[src/rtl/writeback.sv]
// Writeback stage: selects ALU result, load data or call return address and registers it for the register file.
// Optional macro WB_FWD_EN exposes the pre-register select result as a same-cycle bypass.
module writeback #(
    parameter int DATA_W = 32,
    parameter int REG_AW = 4,
    parameter int RA_IDX = 15
) (
    input  logic              clk,
    input  logic              rst,
    input  logic              stall,
    input  logic              flush,
    input  logic [DATA_W-1:0] pc,
    input  logic [DATA_W-1:0] ldresult,
    input  logic [DATA_W-1:0] aluresult,
    input  logic [31:0]       instruction,
    input  logic              is_wb,
    input  logic              is_call,
    input  logic              is_ld,
    output logic [DATA_W-1:0] data_out,
    output logic [REG_AW-1:0] rd_out,
`ifdef WB_FWD_EN
    output logic              is_wb_out,
    output logic              fwd_valid,
    output logic [REG_AW-1:0] fwd_rd,
    output logic [DATA_W-1:0] fwd_data
`else
    output logic              is_wb_out
`endif
);

    logic [DATA_W-1:0] sel_data;
    logic [REG_AW-1:0] sel_rd;
    logic [DATA_W-1:0] data_d, data_q;
    logic [REG_AW-1:0] rd_d, rd_q;
    logic              wb_d, wb_q;

    // Call outranks load; the pc+4 wraps naturally at DATA_W bits.
    always_comb begin
        sel_data = aluresult;
        sel_rd   = instruction[22 +: REG_AW];
        if (is_call) begin
            sel_data = pc + DATA_W'(4);
            sel_rd   = REG_AW'(RA_IDX);
        end else if (is_ld) begin
            sel_data = ldresult;
        end
    end

    // Flush beats stall: the bubble still captures data/rd but drops the write enable.
    always_comb begin
        data_d = data_q;
        rd_d   = rd_q;
        wb_d   = wb_q;
        if (flush) begin
            data_d = sel_data;
            rd_d   = sel_rd;
            wb_d   = 1'b0;
        end else if (!stall) begin
            data_d = sel_data;
            rd_d   = sel_rd;
            wb_d   = is_wb;
        end
    end

    always_ff @(posedge clk or posedge rst) begin
        if (rst) begin
            data_q <= '0;
            rd_q   <= '0;
            wb_q   <= 1'b0;
        end else begin
            data_q <= data_d;
            rd_q   <= rd_d;
            wb_q   <= wb_d;
        end
    end

    assign data_out  = data_q;
    assign rd_out    = rd_q;
    assign is_wb_out = wb_q;

`ifdef WB_FWD_EN
    assign fwd_valid = is_wb & ~flush;
    assign fwd_rd    = sel_rd;
    assign fwd_data  = sel_data;
`endif

endmodule

[config.mk]
export PLATFORM = sky130hd
export DESIGN_NAME = writeback
export DESIGN_NICKNAME = d
export VERILOG_FILES = /design/src/rtl/writeback.sv
export SDC_FILE = /design/constraint.sdc
export NUM_CORES = 1
export LEC_CHECK = 0
export CORE_ASPECT_RATIO = 1.75
export CORE_MARGIN = 3
export CORE_UTILIZATION = 36
export DETAILED_ROUTE_END_ITERATION = 6
export PLACE_DENSITY = 0.84
export SLEW_MARGIN = 20
export SYNTH_ARGS = -nofsm -noshare
export SYNTH_HDL_FRONTEND = slang
export SYNTH_SLANG_ARGS = --single-unit
[constraint.sdc]
create_clock -name clk -period 1.15 [get_ports clk]
set_input_delay 0.115 -clock clk [delete_from_list [all_inputs] [get_ports clk]]
set_output_delay 0.115 -clock clk [all_outputs]
set_load 0.02 [all_outputs]
### Yosys cells after proc, flatten, opt, wreduce, memory -nomap -nowiden

Index checks and enable logic that the tools add are counted.
Widths: inputs -> output; s select.

| operators by class | value |
|---|---|
| $add $sub $neg | 1 |
| $mul | 0 |
| divide/modulo/power cells | 0 |
| $lt $le $gt $ge | 0 |
| equal/unequal tests | 1 |
| shift-type cells | 0 |
| muxes and demuxes | 9 |
| bitwise operators | 0 |
| reduce and logical (&&, ||, !) cells | 0 |

Operators by type and width:

| kind | count |
|---|---|
| $mux 32 | 4 |
| $add 32x3->32 const B | 1 |
| $mux 4 | 3 |
| $mux 1 | 2 |
| $ne 2x1->1 const B | 1 |

| word-level totals | value |
|---|---|
| flip-flop bits (word level) | 37 |
| bits in latches | 0 |
| RAM bits | 0 |
| ROM bits | 0 |
| output and inout bits | 37 |
| logic and storage cells | 14 |
| memories | 0 |

### Logic depth before layout (Yosys ltp)

Gate-level depths: netlist of run 1.

| depth | value |
|---|---|
| word-level depth | 4 |
| depth in mapped cells | 7 |

### Worst setup path before layout of run 1

OpenSTA, ideal clock, no wires.

| timing | value |
|---|---|
| path type | input -> register |
| start | input port pc[2] |
| end | register data_q[28], in the netlist data_out[28] |
| arrival time | 1.486 ns |
| required time | 1.072 ns |
| setup slack | -0.414 ns |
| stages on the path | 6 |
| cells stage by stage | ha_1 -> nand4_1 -> nor4_1 -> nand4_1 -> xor2_1 -> a21oi_1 |

| between the ends | value |
|---|---|
| word-level cells in the longest chain between the ends | 4 |

RTL lines:

| element | RTL line | RTL |
|---|---|---|
| start, declared | 12 | `input logic [DATA_W-1:0] pc,` |
| $add 32x3->32 (*) | 42 | `sel_data = pc + DATA_W'(4);` |
| $mux 32 (*) | 41 | `if (is_call) begin` |
| $mux 32 | 58 | `end else if (!stall) begin` |
| $mux 32 (*) | 54 | `if (flush) begin` |
| end signal, assigned | 71 | `data_q <= data_d;` |
| end, declared | 33 | `logic [DATA_W-1:0] data_d, data_q;` |

Mark *: on every way between the ends. The rest lies on a longest branch, timed or not. The select of a mux whose other input is x is not followed.
A chain may end at the register's enable or synchronous reset.

### Worst setup path in the final report of run 1

| timing | value |
|---|---|
| start | input port pc[8] |
| end | register data_q[17], in the netlist data_out[17] |

The elaborated chain is that of the path after synthesis.

==> results of run 1 <==
sequential cells by signal, indices dropped and copies added (netlist names):
register	cells
data_out	32
is_wb_out	1
rd_out	4
per-layer routing:
metal	vias up	routed length, µm	track usage (%)
met1	1541	3790	26.0
met3	46	710	4.72
met2	154	6290	48.7
met4	0	438	11.5
met5	-	0	0
li1	1479	-	-
cells by family after synthesis:
group	synth area share, %
adder cells (fa/ha/maj)	0.500
AO/OA/AOI/OAI	16.3
flip-flops	37.0
buffers and inverters	3.35
multiplexers	12.8
AND/OR/NAND/NOR	22.0
XOR/XNOR	8.06
worst max path at each step:
stage / startpoint / to / slack (ps)
after floorplan: pc[7] / data_out[17] / -300
after global placement: pc[2] / data_out[25] / -910
after detailed placement: pc[2] / data_out[28] / -1040
after CTS: pc[8] / data_out[17] / -70
after global routing: pc[7] / data_out[17] / -140
final: pc[8] / data_out[17] / -90
cell usage in the layout (no fill, tap or decap), types with 3 or more instances in the layout:
master,netlist,final
sky130_fd_sc_hd__a21oi_1,31,30
sky130_fd_sc_hd__buf_12,0,6
sky130_fd_sc_hd__buf_2,1,4
sky130_fd_sc_hd__buf_4,0,50
sky130_fd_sc_hd__buf_6,0,22
sky130_fd_sc_hd__buf_8,0,6
sky130_fd_sc_hd__clkbuf_16,0,5
sky130_fd_sc_hd__clkdlybuf4s50_1,0,77
sky130_fd_sc_hd__dfrtp_1,37,37
sky130_fd_sc_hd__dlygate4sd2_1,0,39
sky130_fd_sc_hd__dlymetal6s2s_1,0,5
sky130_fd_sc_hd__inv_1,3,3
sky130_fd_sc_hd__mux2_2,16,16
sky130_fd_sc_hd__mux2i_1,14,14
sky130_fd_sc_hd__nand2_1,25,24
sky130_fd_sc_hd__nand2b_1,8,7
sky130_fd_sc_hd__nand3_1,20,14
sky130_fd_sc_hd__nand3_2,1,5
sky130_fd_sc_hd__nand4_1,12,12
sky130_fd_sc_hd__nor2_1,23,18
sky130_fd_sc_hd__nor2_4,0,3
sky130_fd_sc_hd__nor4_4,0,3
sky130_fd_sc_hd__o21ai_0,26,23
sky130_fd_sc_hd__o21ai_1,0,3
sky130_fd_sc_hd__o22ai_1,13,12
sky130_fd_sc_hd__xnor2_1,10,9
sky130_fd_sc_hd__xor2_1,13,13
metrics by stage:
step | setup TNS, ps | utilization [%] | total power, mW
after floorplan | -2890 | - | 2.14
after global placement | -21270 | 67.3 | 3.06
after detailed placement | -24220 | 67.3 | 3.11
after CTS | -71.9 | 71.9 | 4.69
after global routing | -722 | 74.8 | 4.96
final | -237 | 74.8 | 4.78
cell type report:
class / instances / area (µm²) / area share [%]
timing repair buffer: 212 / 2050 / 41.4
multi-input combinational: 239 / 1690 / 34.1
sequential: 37 / 926 / 18.7
clock buffer: 6 / 139 / 2.80
tap: 82 / 103 / 2.07
clock inverter: 2 / 37.5 / 0.756
inverter: 3 / 11.3 / 0.227
report_power, final:
group	switching, mW	internal [mW]
Clock	0.574	1.08
Sequential	0.0782	1.45
Combinational	0.760	0.842
Total	1.41	3.37
what timing repair did:
item	4_1_cts	5_1_grt
pin swaps	29	17
endpoints found under the setup margin	68	32
setup buffers	6	9
hold endpoints to repair	0	0
gates resized for setup	162	48
==> flow_metrics.tcl, run 1 <==
set metrics [dict create \
    status "finished, violations left" \
    failed_checks "negative setup slack" \
    maxCapViolCount 0 \
    path_cells "buf_8 -> nand3_4 -> or4_4 -> or3_1 -> a31oi_1 -> a21o_1" \
    first_iter_violations 269 \
    yosys.area.top_type_share_pct 37.0 \
    min-delay-start "flush" \
    cp_data_required_time_ps 1380 \
    grt_setup_unrepaired "true" \
    final_layout_size_suffix_gt1_share_pct 28.9 \
    final_period_minus_worst_setup_slack_ps 1240 \
    grt_antenna_before_repair 0 \
    clock_path_buffers 2 \
    critPathMaxStageDelay_ps 590 \
    floorplan.die.height_um 116 \
    cts_tree "done" \
    mappedNetlistArea_um2 2500 \
    worstSetupStartpointType "input pin" \
    endpoints_failing_hold 0 \
    worst-slew-pin-transition_ps 281 \
    layout.cell_area.non_filler_um2 4960 \
    design.portCount 172 \
    worst-r2r-setup-slack_ps 350 \
    synth_top_cell_by_area "sky130_fd_sc_hd__dfrtp_1" \
    dpl.hpwl_um 7550 \
    area_inside_the_core_boundary_um2 6640 \
    synth.net_count 434 \
    whs_ps 153 \
    synthesis.yosys.warnings 0 \
    later_pin_clock_latency_in_the_skew_report_ps 280 \
    drtPass1Iterations 5 \
    gr-total-overflow 0 \
    dieArea_um2 8020 \
    max-slew-margin-rel_pct 81.2 \
    detailroute.via_count 3220 \
    setup.worst_path.class "in -> reg" \
    rows 39 \
    wirelength_um 11200 \
    fmax_ghz 0.804 \
    finalSetupViolCount 7 \
    fillerInstances 457 \
    post_synth_num_cell_types 35 \
    cp_max_fo 4 \
    detail_route.drc_violations 0 \
    mapped_cells 298 \
    path_depth 6 \
    flip_flop_and_latch_count_after_synthesis 37 \
    timing_max_transition_violations_final 0 \
    dp.cells 560 \
    synthTopCellsByCount "sky130_fd_sc_hd__dfrtp_1, sky130_fd_sc_hd__a21oi_1, sky130_fd_sc_hd__o21ai_0" \
    critical_path.endpoint_type "register" \
    route.detailed.wl_per_inst_um 19.3 \
    pwr_dens_nw_per_um2 964 \
    instances_no_fill 581 \
    peakVddDrop_uv 1160 \
    clkSlewWorstSetupHoldPaths_ps 60 \
    hold_buffers_post_cts 0 \
    most_numerous_cell_in_the_yosys_netlist "sky130_fd_sc_hd__dfrtp_1" \
    flow.area_growth_from_synthesis_pct 98.5 \
    clkSinkCount 37 \
    postSynthAreaPerCell_um2 8.39 \
    globalRouteTotalUtil_pct 25.7 \
    family_of_cells_with_the_greatest_summed_delay_on_the_critical_path "simple AND/OR/NAND/NOR gates" \
    grt_pass1_vias 3266 \
    crit_arrival_ps 1470 \
    hold_depth 3 \
    worstHoldPathType "in -> reg" \
    final_min_period_over_clock_period_pct 108 \
    asyncSetResetFlopFracSynth_pct 100 \
    finalClockSkew_ps 0 \
    largest_net_degree_at_the_start_of_global_routing 38 \
    floorplan.initialDensity_pct 37.7 \
    chipWidth_um 69.0 \
    synth_edf_count 0 \
    synth_top_flop_cell "sky130_fd_sc_hd__dfrtp_1" \
    cts_inserted_buffers 5 \
    dpl_cell_area_um2 4470 \
    antenna-diode-count 0 \
    synth.area.top_cells "sky130_fd_sc_hd__dfrtp_1, sky130_fd_sc_hd__mux2_2, sky130_fd_sc_hd__a21oi_1, sky130_fd_sc_hd__mux2i_1, sky130_fd_sc_hd__o21ai_0" \
    worst-path-buf-inv 1 \
    final_nets 634 \
    total_leakage_power_nw 2.17 \
    reg2reg_from "data_out[25]" \
    crit_path_top_delay_cell "sky130_fd_sc_hd__or4_4" \
    preCtsSetupSlack_ps -1040 \
    htree_levels 2 \
    post_drt_via_cell_ratio 5.54 \
    critical_path.reg2reg.endpoint "data_out[25]" \
    portBuffers 143 \
    drt.antenna.violating_nets 0 \
    gp_congestion 0.845 \
    post-route-worst-setup-slack_ps -94.3 \
    ff2ff_path_depth 1 \
    synth_seq_area_share_pct 37.0 \
    min_to "is_wb_out" \
    root_buffer_cell "sky130_fd_sc_hd__clkbuf_16" \
    grt_pass1_wl_um 15500 \
]
No activity file was read; power rests on OpenSTA's default activity.
==> inputs of run 2 (changes only) <==
==> config.mk (replaced) <==
export PLATFORM = sky130hd
export DESIGN_NAME = writeback
export DESIGN_NICKNAME = d
export VERILOG_FILES = /design/src/rtl/writeback.sv
export SDC_FILE = /design/constraint.sdc
export NUM_CORES = 1
export LEC_CHECK = 0
export CELL_PAD_IN_SITES_DETAIL_PLACEMENT = 2
export CELL_PAD_IN_SITES_GLOBAL_PLACEMENT = 2
export CORE_ASPECT_RATIO = 1.75
export CORE_MARGIN = 3
export CORE_UTILIZATION = 18
export DETAILED_ROUTE_END_ITERATION = 6
export PLACE_DENSITY = 0.82
export SYNTH_ARGS = -nofsm -noshare
export SYNTH_HDL_FRONTEND = slang
export SYNTH_SLANG_ARGS = --single-unit
==> run 2 against run 1 <==
The flow still finishes with violations (negative setup slack); routed wire length up 28%; non-clock buffer count up 12; combinational power grew 7%; hold slack better by 27 ps; maximum frequency is 3.8% lower; final cell count rose by 18%; clock power about the same; critical path depth increased by 1; via count increased by 0.43%; critical endpoint is now data_out[25]; highest routed layer unchanged.
==> flow_metrics.tcl, run 2 (synthesis gave the netlist of run 1 again) <==
set metrics [dict create \
    fmax_ghz 0.773 \
    finalSetupViolCount 9 \
    final_nets 646 \
    pwr_dens_nw_per_um2 936 \
    drt.antenna.violating_nets 0 \
    post_drt_via_cell_ratio 4.72 \
    floorplan.initialDensity_pct 18.5 \
    dr.max_layer_used "met4" \
    final_min_period_over_clock_period_pct 112 \
    reg2reg_from "data_out[28]" \
    post-route-worst-setup-slack_ps -143 \
    worst-slew-pin-transition_ps 272 \
    hold_buffers_post_cts 0 \
    max-slew-margin-rel_pct 81.7 \
    clock_path_buffers 2 \
    detail_route.drc_violations 0 \
    status "finished, violations left" \
    htree_levels 2 \
    root_buffer_cell "sky130_fd_sc_hd__clkbuf_16" \
    route.detailed.wl_per_inst_um 21.0 \
    clkSlewWorstSetupHoldPaths_ps 60 \
    crit_path_top_delay_cell "sky130_fd_sc_hd__a221o_1" \
    later_pin_clock_latency_in_the_skew_report_ps 280 \
    failed_checks "negative setup slack" \
    cp_data_required_time_ps 1320 \
    gr-total-overflow 0 \
    grt_pass1_wl_um 21600 \
    setup.worst_path.class "in -> reg" \
    floorplan.die.height_um 162 \
    amount_of_wire_on_met2_after_detailed_routing_um 8400 \
    chipWidth_um 95.1 \
    ff2ff_path_depth 3 \
    final_layout_size_suffix_gt1_share_pct 32.9 \
    design.portCount 172 \
    critical_path.endpoint_type "register" \
    drtPass1Iterations 4 \
    total_leakage_power_nw 2.25 \
    portBuffers 143 \
    gp_congestion 0.822 \
    routed-wl-met3_um 656 \
    worstSetupStartpointType "input pin" \
    final_period_minus_worst_setup_slack_ps 1290 \
    detailroute.via_count 3234 \
    timing.critical_path.from "pc[13]" \
    clkSinkCount 37 \
    dpl.hpwl_um 10500 \
    critical_path_most_common_cell "sky130_fd_sc_hd__nand4_1" \
    antenna-diode-count 0 \
    critical_path.reg2reg.endpoint "data_out[28]" \
    path_cells "buf_6 -> nand4_1 -> nor4_2 -> buf_4 -> nand4_1 -> xnor2_1 -> a221o_1" \
    finalClockSkew_ps 0 \
    total_power_mw 4.93 \
    final.setup.tns_ps -549 \
    flow.area_growth_from_synthesis_pct 111 \
    cts_tree "done" \
    worstHoldPathType "in -> async" \
    crit_arrival_ps 1460 \
    largest_net_degree_at_the_start_of_global_routing 38 \
    wirelength_um 14400 \
    grt_pass1_vias 3879 \
    maxCapViolCount 0 \
    rows 56 \
    number_of_flip_flops_in_the_largest_register 32 \
    layout_commonest_cell "sky130_fd_sc_hd__clkdlybuf4s50_1" \
    dieArea_um2 15400 \
    cts_inserted_buffers 5 \
    route.layer.met1.wl_um 4840 \
    first_iter_violations 73 \
    grt_setup_unrepaired "true" \
    mostFrequentLayoutCells "sky130_fd_sc_hd__clkdlybuf4s50_1, sky130_fd_sc_hd__buf_4, sky130_fd_sc_hd__dlygate4sd2_1, sky130_fd_sc_hd__dfrtp_1" \
    timing_max_transition_violations_final 0 \
    critPathMaxStageDelay_ps 300 \
    area_inside_the_core_boundary_um2 13500 \
    worst-r2r-setup-slack_ps 210 \
    grt_antenna_before_repair 0 \
    globalRouteTotalUtil_pct 18.6 \
    worstSetupEndpoint "data_out[25]" \
    endpoints_failing_hold 0 \
    cp_max_fo 2 \
    peakVddDrop_uv 528 \
]
run 2: changes by cell type in the layout (fill, tap and decap cells not counted), sizes merged:
cell           before  now
buf                88  100
bufbuf              0    1
clkdlybuf4s15       2    8
clkdlybuf4s50      77   76
clkinvlp            1    0
dlygate4sd2        39   38
dlymetal6s2s        5    1
run 2: worst max-delay path, delay by kind of cell:
family	cells	cell delay (ps)
AO/OA/AOI/OAI	1	300
XOR/XNOR	1	190
buffers and inverters	2	250
AND/OR/NAND/NOR	3	610
run 2: worst min path at each step:
stage	startpoint	end	slack, ps	cells after the start
after floorplan	flush	is_wb_out	180	1
after global placement	rd_out[1]	rd_out[1]	460	2
after detailed placement	rd_out[3]	rd_out[3]	460	2
after CTS	rst	data_out[25]	190	3
after global routing	rst	data_out[1]	200	3
final	rst	data_out[1]	180	3
run 2: report_power, final:
group | switching [mW] | internal (mW) | total, mW
clock network | 0.593 | 1.09 | 1.68
logic | 0.819 | 0.896 | 1.72
registers | 0.0876 | 1.45 | 1.53
total | 1.50 | 3.43 | 4.93
run 2: metal layers:
metal / vias up / GRT usage, %
met3: 32 / 3.01
li1: 1494 / -
met4: 0 / 6.83
met5: - / 0
met2: 120 / 36.9
met1: 1588 / 18.3
run 2: cell type report:
cell class,count,area (µm²)
multi-input cells,239,1740
clock buffers,7,143
clock inverters,1,30.0
fillers,1436,8260
flip-flops and latches,37,927
well taps,174,218
inverters,3,11.3
repair buffers,224,2190
run 2: timing repair:
item / 4_1_cts / 5_1_grt
pin swaps: 37 / 22
endpoints found under the setup margin: 67 / 30
gates cloned: 1 / 0
setup buffers: 17 / 3
gates resized for setup: 205 / 29
run 2: metrics by stage:
step	hold WS (ps)	cells	cell area, µm²	setup slack, ps	utilization [%]
2_1_floorplan	181	298	2530	-303	-
3_3_place_gp	456	657	4620	-1020	34.2
3_5_place_dp	458	657	4620	-1130	34.2
4_1_cts	186	682	5130	-94.2	37.9
5_1_grt	202	685	5260	-238	38.9
6_report	179	685	5260	-143	38.9
==> inputs of run 3 (changes only) <==
--- a/config.mk
+++ b/config.mk
@@ -9,9 +9,9 @@
 export CELL_PAD_IN_SITES_GLOBAL_PLACEMENT = 2
 export CORE_ASPECT_RATIO = 1.75
 export CORE_MARGIN = 3
-export CORE_UTILIZATION = 18
+export CORE_UTILIZATION = 20
 export DETAILED_ROUTE_END_ITERATION = 6
-export PLACE_DENSITY = 0.82
+export PLACE_DENSITY = 0.89
 export SYNTH_ARGS = -nofsm -noshare
 export SYNTH_HDL_FRONTEND = slang
 export SYNTH_SLANG_ARGS = --single-unit
==> constraint.sdc (replaced) <==
create_clock -name clk -period 1.58 [get_ports clk]
set_input_delay 0.158 -clock clk [delete_from_list [all_inputs] [get_ports clk]]
set_output_delay 0.158 -clock clk [all_outputs]
set_load 0.02 [all_outputs]
==> run 3 against run 2 <==
The run now ends clean; via count is 3.9% lower; die area is 9.5% lower; hold slack better by 38 ps; non-clock buffer count is 20 lower; sequential power is 27% lower; clock skew stayed put; critical path depth is 1 lower; critical path type unchanged; largest power group unchanged.
==> flow_metrics.tcl, run 3 (synthesis gave the netlist of run 1 again) <==
set metrics [dict create \
    postLayoutCoreUtil_pct 39.1 \
    grt_pass1_wl_um 20000 \
    peakVddDrop_uv 366 \
    setup.worst_path.class "in -> reg" \
    wirelength_um 12700 \
    final_min_period_over_clock_period_pct 93.5 \
    post_drt_via_cell_ratio 4.73 \
    first_iter_violations 79 \
    flow.area_growth_from_synthesis_pct 89.9 \
    gp_congestion 0.790 \
    hold_buffers_post_cts 0 \
    total_leakage_power_nw 1.92 \
    cp_data_required_time_ps 1810 \
    drtPass1Iterations 4 \
    path_cells "dlygate4sd2_1 -> nand2_2 -> or4_4 -> or3_1 -> a31oi_1 -> a21o_1" \
    critPathMaxStageDelay_ps 580 \
    drt.antenna.violating_nets 0 \
    worst-slew-pin-transition_ps 377 \
    crit_path_top_delay_cell "sky130_fd_sc_hd__or4_4" \
    dpl.hpwl_um 10300 \
    layout.cell_area.non_filler_um2 4750 \
    dpl_cell_area_um2 4530 \
    family_of_cells_with_the_greatest_summed_delay_on_the_critical_path "simple AND/OR/NAND/NOR gates" \
    maxCapViolCount 0 \
    route.detailed.wl_per_inst_um 19.4 \
    layout_commonest_cell "sky130_fd_sc_hd__clkdlybuf4s50_1" \
    worstSetupStartpointType "input pin" \
    crit_arrival_ps 1710 \
    portBuffers 143 \
    pwr_dens_nw_per_um2 707 \
    design.portCount 172 \
    critical_path.endpoint_type "register" \
    detail_route.drc_violations 0 \
    status "finished, final reports clean" \
    cts_tree "done" \
    worst-path-buf-inv 1 \
    mostFrequentLayoutCells "sky130_fd_sc_hd__clkdlybuf4s50_1, sky130_fd_sc_hd__buf_4, sky130_fd_sc_hd__dfrtp_1, sky130_fd_sc_hd__a21oi_1" \
    endpoints_failing_hold 0 \
    grt_antenna_before_repair 1 \
    largest_net_degree_at_the_start_of_global_routing 38 \
    floorplan.initialDensity_pct 20.6 \
    htree_levels 2 \
    chipWidth_um 90.5 \
    cp_max_fo 4 \
    whs_ps 217 \
    timing_max_transition_violations_final 0 \
    final_layout_size_suffix_gt1_share_pct 21.6 \
    floorplan.die.height_um 154 \
    clkSinkCount 37 \
    dp.cells 644 \
    grt_setup_unrepaired "false" \
    worstHoldPathType "in -> async" \
    clock_path_buffers 2 \
    root_buffer_cell "sky130_fd_sc_hd__clkbuf_16" \
    clkSlewWorstSetupHoldPaths_ps 60 \
    number_of_flip_flops_in_the_largest_register 32 \
    fmax_ghz 0.677 \
    preCtsSetupSlack_ps -642 \
    gr-total-overflow 0 \
    finalSetupViolCount 0 \
    detailroute.via_count 3109 \
    final_period_minus_worst_setup_slack_ps 1480 \
    globalRouteTotalUtil_pct 18.0 \
    finalClockSkew_ps 0 \
    final_nets 626 \
    cts_inserted_buffers 5 \
    multi_input_area_um2 1560 \
    post-route-worst-setup-slack_ps 103 \
    fillerInstances 1357 \
    grt_pass1_vias 3692 \
    area_inside_the_core_boundary_um2 12100 \
    area.sequential_um2 926 \
    instances_no_fill 657 \
    later_pin_clock_latency_in_the_skew_report_ps 280 \
    total_power_mw 3.35 \
    final.setup.tns_ps 0 \
    dieArea_um2 13900 \
    rows 53 \
    max-slew-margin-rel_pct 74.9 \
]
==> run 3: power by group <==
group / switching (mW) / total, mW / internal (mW)
registers: 0.0632 / 1.12 / 1.05
clock network: 0.410 / 1.08 / 0.669
logic: 0.533 / 1.16 / 0.626
total: 1.01 / 3.35 / 2.35
==> run 3: tightest hold or removal path, stage by stage <==
cell                              delay, ps
sky130_fd_sc_hd__clkdlybuf4s50_1        410
sky130_fd_sc_hd__inv_2                   70
sky130_fd_sc_hd__buf_12                 220
==> run 3: what timing repair did <==
item,CTS,global route
pin swaps,17,4
buffers inserted,2,2
endpoints found under the setup margin,21,14
resized for setup,27,12
==> run 3: path summary, 6_finish.rpt <==
check | endpoint | depth (start not counted) | startpoint | slack (ps)
max in group asynchronous | data_out[18] | 3 | rst | 1160
min in group clk | data_out[9] | 3 | pc[9] | 370
worst min-delay path | data_out[0] | 3 | rst | 220
worst max register to register | data_out[25] | 1 | data_out[25] | 760
worst min register to register | data_out[17] | 1 | data_out[17] | 480
worst max-delay path | data_out[17] | 6 | pc[5] | 100
==> run 3: area by class of cell <==
cell class	instances	area share, %
Tap cell	165	4.35
Clock buffer	7	3.22
Multi-Input combinational cell	239	32.8
Sequential cell	37	19.5
Clock inverter	1	0.105
Inverter	3	0.237
Antenna cell	1	0.0527
Timing Repair Buffer	204	39.8
==> run 3: routing by layer <==
metal  share of wire [%]  GRT usage [%]  up-vias
met4                 3.2           6.57        0
met5                   0              0        -
met2                  58           36.4      100
li1                    -              -     1450
met1                  35           17.8     1530
met3                 4.2           3.08       29
